===== src/rtl/des_seq_ctrl.sv =====
// APB-programmed sequencer for the 16-round DES datapath.
// It issues load, round and final controls and reports completion via sticky DONE and irq.
module des_seq_ctrl (
    input  logic        PCLK,
    input  logic        PRESETn,
    input  logic        PSEL,
    input  logic        PENABLE,
    input  logic        PWRITE,
    input  logic [11:0] PADDR,
    input  logic [31:0] PWDATA,
    output logic [31:0] PRDATA,
    output logic        PREADY,
    output logic        PSLVERR,
    output logic        dp_load,
    output logic        dp_round_en,
    output logic [3:0]  dp_round,
    output logic [1:0]  dp_shift,
    output logic        dp_decrypt,
    output logic        dp_final,
    output logic        irq
);

    typedef enum logic [1:0] {
        ST_IDLE  = 2'd0,
        ST_LOAD  = 2'd1,
        ST_ROUND = 2'd2,
        ST_FINAL = 2'd3
    } state_t;

    state_t      state_r, state_next_s;
    logic [3:0]  round_r, round_next_s;
    logic        decrypt_r, decrypt_next_s;
    logic        done_r, done_next_s;
    logic        irq_en_r, irq_en_next_s;
    logic        dp_load_r, dp_round_en_r, dp_final_r, irq_r;
    logic [1:0]  dp_shift_r;

    logic        access_s, wr_s, rd_s, addr_ok_s, busy_s;
    logic        ctrl_wr_s, abort_s, start_s, start_err_s;
    logic [3:0]  addr_s;
    logic        unused_s;

    // Decrypt keeps the first round unrotated so the schedule mirrors encryption.
    function automatic logic [1:0] shift_amount(input logic [3:0] rnd, input logic decrypt);
        logic [1:0] amt;
        case (rnd)
            4'd0:              amt = decrypt ? 2'd0 : 2'd1;
            4'd1, 4'd8, 4'd15: amt = 2'd1;
            default:           amt = 2'd2;
        endcase
        return amt;
    endfunction

    assign addr_s      = PADDR[3:0];
    assign access_s    = PSEL & PENABLE;
    assign wr_s        = access_s & PWRITE;
    assign rd_s        = access_s & ~PWRITE;
    assign addr_ok_s   = (addr_s == 4'h0) | (addr_s == 4'h4) | (addr_s == 4'h8);
    assign busy_s      = (state_r != ST_IDLE);
    assign ctrl_wr_s   = wr_s & (addr_s == 4'h0);
    assign abort_s     = ctrl_wr_s & PWDATA[2];
    assign start_s     = ctrl_wr_s & PWDATA[0] & ~PWDATA[2] & ~busy_s;
    assign start_err_s = ctrl_wr_s & PWDATA[0] & ~PWDATA[2] & busy_s;
    assign unused_s    = ^{PADDR[11:4], PWDATA[31:3]};

    // Zero-wait APB response and read mux
    always_comb begin
        PREADY  = access_s;
        PSLVERR = access_s & (~addr_ok_s | start_err_s);
        PRDATA  = 32'd0;
        if (rd_s) begin
            case (addr_s)
                4'h4:    PRDATA = {24'd0, round_r, 2'd0, done_r, busy_s};
                4'h8:    PRDATA = {31'd0, irq_en_r};
                default: PRDATA = 32'd0;
            endcase
        end else begin
            PRDATA = 32'd0;
        end
    end

    // Sequencer next state plus register-file updates
    always_comb begin
        state_next_s   = state_r;
        round_next_s   = round_r;
        decrypt_next_s = decrypt_r;
        done_next_s    = done_r;
        irq_en_next_s  = irq_en_r;
        case (state_r)
            ST_IDLE: begin
                if (start_s) begin
                    state_next_s   = ST_LOAD;
                    decrypt_next_s = PWDATA[1];
                end else begin
                    state_next_s = ST_IDLE;
                end
            end
            ST_LOAD: begin
                state_next_s = abort_s ? ST_IDLE : ST_ROUND;
                round_next_s = 4'd0;
            end
            ST_ROUND: begin
                if (abort_s) begin
                    state_next_s = ST_IDLE;
                    round_next_s = 4'd0;
                end else if (round_r == 4'd15) begin
                    state_next_s = ST_FINAL;
                    round_next_s = 4'd0;
                end else begin
                    round_next_s = round_r + 4'd1;
                end
            end
            ST_FINAL: begin
                state_next_s = ST_IDLE;
                round_next_s = 4'd0;
            end
            default: begin
                state_next_s = ST_IDLE;
                round_next_s = 4'd0;
            end
        endcase

        // Completion outranks a same-cycle software clear
        if ((state_r == ST_FINAL) && !abort_s) begin
            done_next_s = 1'b1;
        end else if (start_s) begin
            done_next_s = 1'b0;
        end else if (wr_s && (addr_s == 4'h4) && PWDATA[1]) begin
            done_next_s = 1'b0;
        end else begin
            done_next_s = done_r;
        end

        if (wr_s && (addr_s == 4'h8)) begin
            irq_en_next_s = PWDATA[0];
        end else begin
            irq_en_next_s = irq_en_r;
        end
    end

    // State, register file and registered datapath controls
    always_ff @(posedge PCLK) begin
        if (!PRESETn) begin
            state_r       <= ST_IDLE;
            round_r       <= 4'd0;
            decrypt_r     <= 1'b0;
            done_r        <= 1'b0;
            irq_en_r      <= 1'b0;
            dp_load_r     <= 1'b0;
            dp_round_en_r <= 1'b0;
            dp_shift_r    <= 2'd0;
            dp_final_r    <= 1'b0;
            irq_r         <= 1'b0;
        end else begin
            state_r       <= state_next_s;
            round_r       <= round_next_s;
            decrypt_r     <= decrypt_next_s;
            done_r        <= done_next_s;
            irq_en_r      <= irq_en_next_s;
            dp_load_r     <= (state_next_s == ST_LOAD);
            dp_round_en_r <= (state_next_s == ST_ROUND);
            dp_shift_r    <= (state_next_s == ST_ROUND) ?
                             shift_amount(round_next_s, decrypt_next_s) : 2'd0;
            dp_final_r    <= (state_next_s == ST_FINAL);
            irq_r         <= done_next_s & irq_en_next_s;
        end
    end

    assign dp_load     = dp_load_r;
    assign dp_round_en = dp_round_en_r;
    assign dp_round    = round_r;
    assign dp_shift    = dp_shift_r;
    assign dp_decrypt  = decrypt_r;
    assign dp_final    = dp_final_r;
    assign irq         = irq_r;

endmodule

===== config.mk =====
export PLATFORM = sky130hd
export DESIGN_NAME = des_seq_ctrl
export DESIGN_NICKNAME = d
export VERILOG_FILES = /design/src/rtl/des_seq_ctrl.sv
export SDC_FILE = /design/constraint.sdc
export NUM_CORES = 1
export LEC_CHECK = 0
export BUFFER_PORTS_ARGS = -buffer_cell sky130_fd_sc_hd__buf_4
export CAP_MARGIN = 20
export CORE_ASPECT_RATIO = 1.5
export CORE_MARGIN = 8
export CORE_UTILIZATION = 30
export CTS_BUF_LIST = sky130_fd_sc_hd__clkbuf_16
export DETAILED_ROUTE_END_ITERATION = 12
export PLACE_DENSITY = 0.71
export SLEW_MARGIN = 20
export SYNTH_ARGS = -nofsm -noshare
export SYNTH_HDL_FRONTEND = slang
export SYNTH_SLANG_ARGS = --single-unit

===== constraint.sdc =====
create_clock -name PCLK -period 1.8 [get_ports PCLK]
set_input_delay 0.09 -clock PCLK [delete_from_list [all_inputs] [get_ports PCLK]]
set_output_delay 0.09 -clock PCLK [all_outputs]
set_load 0.01 [all_outputs]

Word-level counts from Yosys, hierarchy flattened
Index checks and enable logic that the tools add are counted.
{ "classes": {"add_sub_neg": 1, "bitwise": 18, "n_eq_ne": 12, "mux": 18, "n_reduce_logical": 12} }
{ "op_table": {"columns": ["op", "count"], "rows": [
  ["$mux 32", 1],
  ["$eq 4x4->1 const B", 4],
  ["$pmux 8 s2", 1],
  ["$and 1x1->1", 11],
  ["$eq 2x2->1 const B", 4],
  ["$logic_not 4->1", 2],
  ["$mux 1", 8],
  ["$mux 4", 2],
  ["$pmux 2 s4", 1],
  ["$pmux 4 s2", 1],
  ["$mux 2", 3],
  ["$add 4x1->4 const B", 1],
  ["$eq 2x1->1 const B", 2],
  ["$eq 4x1->1 const B", 1],
  ["$eq 4x3->1 const B", 1],
  ["$logic_and 1x1->1", 4],
  ["$not 1->1", 4],
  ["$pmux 2 s2", 1],
  ["$or 1x1->1", 3],
  ["$reduce_or 3->1", 1],
  ["$logic_not 2->1", 1],
  ["$reduce_and 2->1", 1],
  ["$reduce_bool 2->1", 1],
  ["$reduce_or 2->1", 1],
  ["$logic_not 1->1", 1]
]} }
{ "word_totals": {"regBits": 15, "output_inout_bits": 45} }

Logic depth before layout (Yosys ltp)
{ "depth": {"word_depth": 10, "ltp_mapped": 7, "ltp_nobuf": 7} }

Worst setup path after synthesis
Ideal clock, no wire load.
{ "synth_timing": {"path_type": "reg-to-reg", "from": "reg round_r[0] (netlist: dp_round[0])", "to": "reg dp_shift_r[0] (netlist: dp_shift[0])", "required_ps": 1731, "path_slack_ps": -10, "period_less_slack_ps": 1810, "stages_incl_launch_ff": 7, "arrival_time_ps": 1741, "setup_time_ps": 69, "cell_sequence": "dfxtp_1 -> ha_1 -> nand3_1 -> nand2_1 -> a211o_1 -> or4_1 -> o21ai_1"} }
{ "synth_between": {"elab_chain_len": 7} }
{ "synth_rtl": {"columns": ["element", "line_no", "rtl"], "rows": [
  ["start: declaration", "31", "logic [3:0] round_r, round_next_s;"],
  ["start signal: assignment", "156", "round_r <= round_next_s;"],
  ["$add 4x1->4 / $eq 4x4->1 (equally long branches)", "110, 106", null],
  ["$mux 4", "106", "end else if (round_r == 4'd15) begin"],
  ["$mux 4", "103", "if (abort_s) begin"],
  ["$pmux 4 s2", "89", "case (state_r)"],
  ["$eq 4x1->1 / $eq 4x4->1 (equally long branches)", "46", "case (rnd)"],
  ["$reduce_or 3->1", "46", null],
  ["$pmux 2 s2", "46", null],
  ["end signal: assignment", "162", "dp_shift_r <= (state_next_s == ST_ROUND) ?"],
  ["end: declaration", "36", "logic [1:0] dp_shift_r;"]
]} }
Parallel ways exist; a longest one is shown, timed or not.
A chain may end at the register's enable or synchronous reset.

Final worst setup path
{ "layout_timing": {"from": "reg state_r[1]", "to": "out PSLVERR"} }
{ "layout_between": {"elab_chain_len": 4} }
{ "layout_rtl": {"columns": ["element", "line_no", "rtl"], "rows": [
  ["start: declaration", "30", "state_t state_r, state_next_s;"],
  ["start signal: assignment", "155", "state_r <= state_next_s;"],
  ["$reduce_bool 2->1", "59", "assign busy_s = (state_r != ST_IDLE);"],
  ["$and 1x1->1", "63", "assign start_err_s = ctrl_wr_s & PWDATA[0] & ~PWDATA[2] & busy_s;"],
  ["$or 1x1->1", "69", "PSLVERR = access_s & (~addr_ok_s | start_err_s);"],
  ["$and 1x1->1", "69", null],
  ["end: declaration", "13", "output logic PSLVERR,"]
]} }
No other way between the ends.

==> metrics.txt <==
drt initial violations 29; max reg flops 4; WL final a little under 3 mm; hold crit path type primary input to flop; post-route cell area between 1000 and 1500 µm²; PortBufs 30; Max Transition Viols Final 0; crit path launch type flop; filler cell count about 360; Core Rows 26; GRT Resource Usage Total 10.44%; DP Wirelength between 2 and 2.5 mm; largest net degree at the start of global routing 10; main combinational cell family by area after synthesis simple AND/OR/NAND/NOR gates; die height 88.58 µm; Seq/Total Area, Yosys between 20% and 30%; CP startpoint state_r[1]; Final setup viols 0; simple-gate share of the synthesized area roughly 32%; P_leak 0.6588 nW; Max clock buf depth 2; Antenna Nets Post-Route 0; H-tree Lvls 1; RSZ-0062 raised after global routing no; Synth Area in Compound Gates 12.59%; Setup CP Type flop to output pin; FF-to-FF path depth 6; first-pass GRT wire length about 4.7 mm; gpl congestion 0.8344; clk slew on worst S/H paths approximately 0.05 ns; worst path required time ~1.7 ns; antenna cells 0; CP max FO 8; actual slew at the worst max-slew pin ~0.53 ns; worst r2r dst dp_shift[0]; Post-Syn Area approximately 1100 µm²; First-pass DRT Iterations 4; Max Cap Viol 0; DR vias 1028; IO Pins 94; Setup TNS 0 ns; routed len/inst 13.51 µm; CTS tree done; VDD IR max roughly 320 µV; Post-Synth XOR/XNOR Area less than 1%; Main synth FF type dfxtp_1; highest clock rate between 0.5 and 0.6 GHz; pwr/cell area between 600 and 700 nW/µm²; Layout Skew 0.0005397 ns; number of flops mapped to enable cells by yosys 0; crit path time final 1.747 ns; CTS Hold Bufs 0; final worst setup slack approximately 0.053 ns; crit path DAT about 1.7 ns; vias in the first global route between 1k and 1.5k; clk_lat worst skew roughly 0.25 ns; Mapped Avg Cell Area between 8 and 9 µm²; area share of fa/ha/maj cells after synthesis between 1 and 1.5%; average vias per placed instance roughly 4.8; Nets between 200 and 250; final period utilization 97.04%; Core Region ~3400 µm²; r2r setup slk 0.10 ns; end of the critical path PSLVERR; CTS root buffer clkbuf_16; Netlist cell types 39; max_slew headroom roughly 65%; Yosys warning count 0; CTS buffer count 3; DRC viols 0; Post-synth ARST share 0%; initial antenna violation count 0; number of clock sinks 15; status finished clean; post-synthesis mux area share 1.900%; FF+latch count, synth 15; total global routing overflow 0; Die Wd around 64 µm; Final Hold Vio Count 0; Placed Instance Area approximately 1300 µm²; area growth from synthesis to layout 33.25%; initial cell density of the core 31.14%; pre-CTS setup slack around 0.088 ns; die footprint between 5000 and 6000 µm²; reg-to-reg critical path startpoint dp_round[0]; Hold WS between 0.1 and 0.15 ns; Setup crit end kind output pin; Post-Synthesis Cells between 100 and 150; layout cell share with drive strength beyond 1 between 30% and 40%
stage by stage:
stage,cells,power (W),utilization [%]
2_1_floorplan,156,0.0004230,-
3_3_place_gp,212,0.0004196,38.61
3_5_place_dp,212,0.0004203,38.61
4_1_cts,216,0.0008549,41.31
5_1_grt,216,0.0008812,41.49
6_report,216,0.0008489,41.49
layout by cell type, fill, tap and decap left out, types with 2 or more instances in the layout:
master,n
conb_1,26
nor2_1,7
clkbuf_16,3
mux2i_1,2
a31oi_1,4
and3_1,2
nand3_1,5
inv_1,5
a21oi_1,5
o21ai_0,2
nand2b_1,3
dfxtp_2,3
nand2_1,10
and2_1,8
dfxtp_1,12
nor3_1,9
buf_4,42
cells in the mapped netlist, drive strengths merged, types with 3 or more instances:
| cell type | count | area (µm²) |
|---|---|---|
| buf | 28 | 214.0 |
| dfxtp | 15 | 300.3 |
| nand2 | 10 | 37.54 |
| nor3 | 10 | 61.31 |
| and2 | 8 | 50.05 |
| nor2 | 8 | 30.03 |
| a21oi | 5 | 25.02 |
| inv | 5 | 18.77 |
| nand3 | 5 | 25.02 |
| a31oi | 4 | 25.02 |
| and3 | 4 | 31.28 |
| nand2b | 4 | 32.53 |
| o21ai | 3 | 15.01 |
cells by family after synthesis:
family,Yosys count
AOI/OAI and AO/OA,19
xor gates and xnor gates,1
adders and majority gates,1
buffers and inverters,34
DFF,15
muxes,2
other,1
and+or+nand+nor,58
final cells by class:
cell class / count / area (µm²) / area share (%)
multi-input combinational: 107 / 621.8 / 44.30
timing repair buffer: 43 / 326.6 / 23.26
tap: 42 / 52.55 / 3.743
clock inverter: 1 / 5.005 / 0.3565
clock buffer: 3 / 75.07 / 5.348
inverter: 5 / 18.77 / 1.337
sequential: 15 / 304.0 / 21.66
layer usage:
layer	track usage (%)	wire (µm)	part of all wire [%]
met5	0	0	0
met2	19.42	1490	51
met4	5.578	63	2.2
met3	3.802	253	8.7
met1	9.635	1112	38
report_power, final:
group	switching, W	internal (W)	leakage [nW]
sequential	0.000000190	0.000333	0.122
clock	0.000135	0.000296	0.0409
combinational	0.0000556	0.0000288	0.496
critical path, stage by stage, from the launching register on:
cell,delay (ns)
dfxtp_2,0.35
buf_6,0.13
nor2_2,0.06
buf_4,0.15
or3_1,0.36
a31oi_1,0.20
buf_4,0.16
worst min-delay path by stage:
stage	cells past startpoint	slack (ns)	from	endpoint
after floorplan	1	0.21	PRESETn	dp_round[3]
after global placement	2	0.36	PRESETn	dp_round[1]
after detailed placement	2	0.36	PRESETn	dp_round[3]
after CTS	2	0.11	PRESETn	dp_round[3]
after global routing	2	0.12	PRESETn	dp_round[3]
final	2	0.10	PRESETn	dp_round[3]
what timing repair did:
item	in CTS	in global routing
gates resized for setup	3	3
pin swaps	1	1
setup buffers	0	0
setup endpoints to repair	2	3
(Power assumes the default switching activity.)
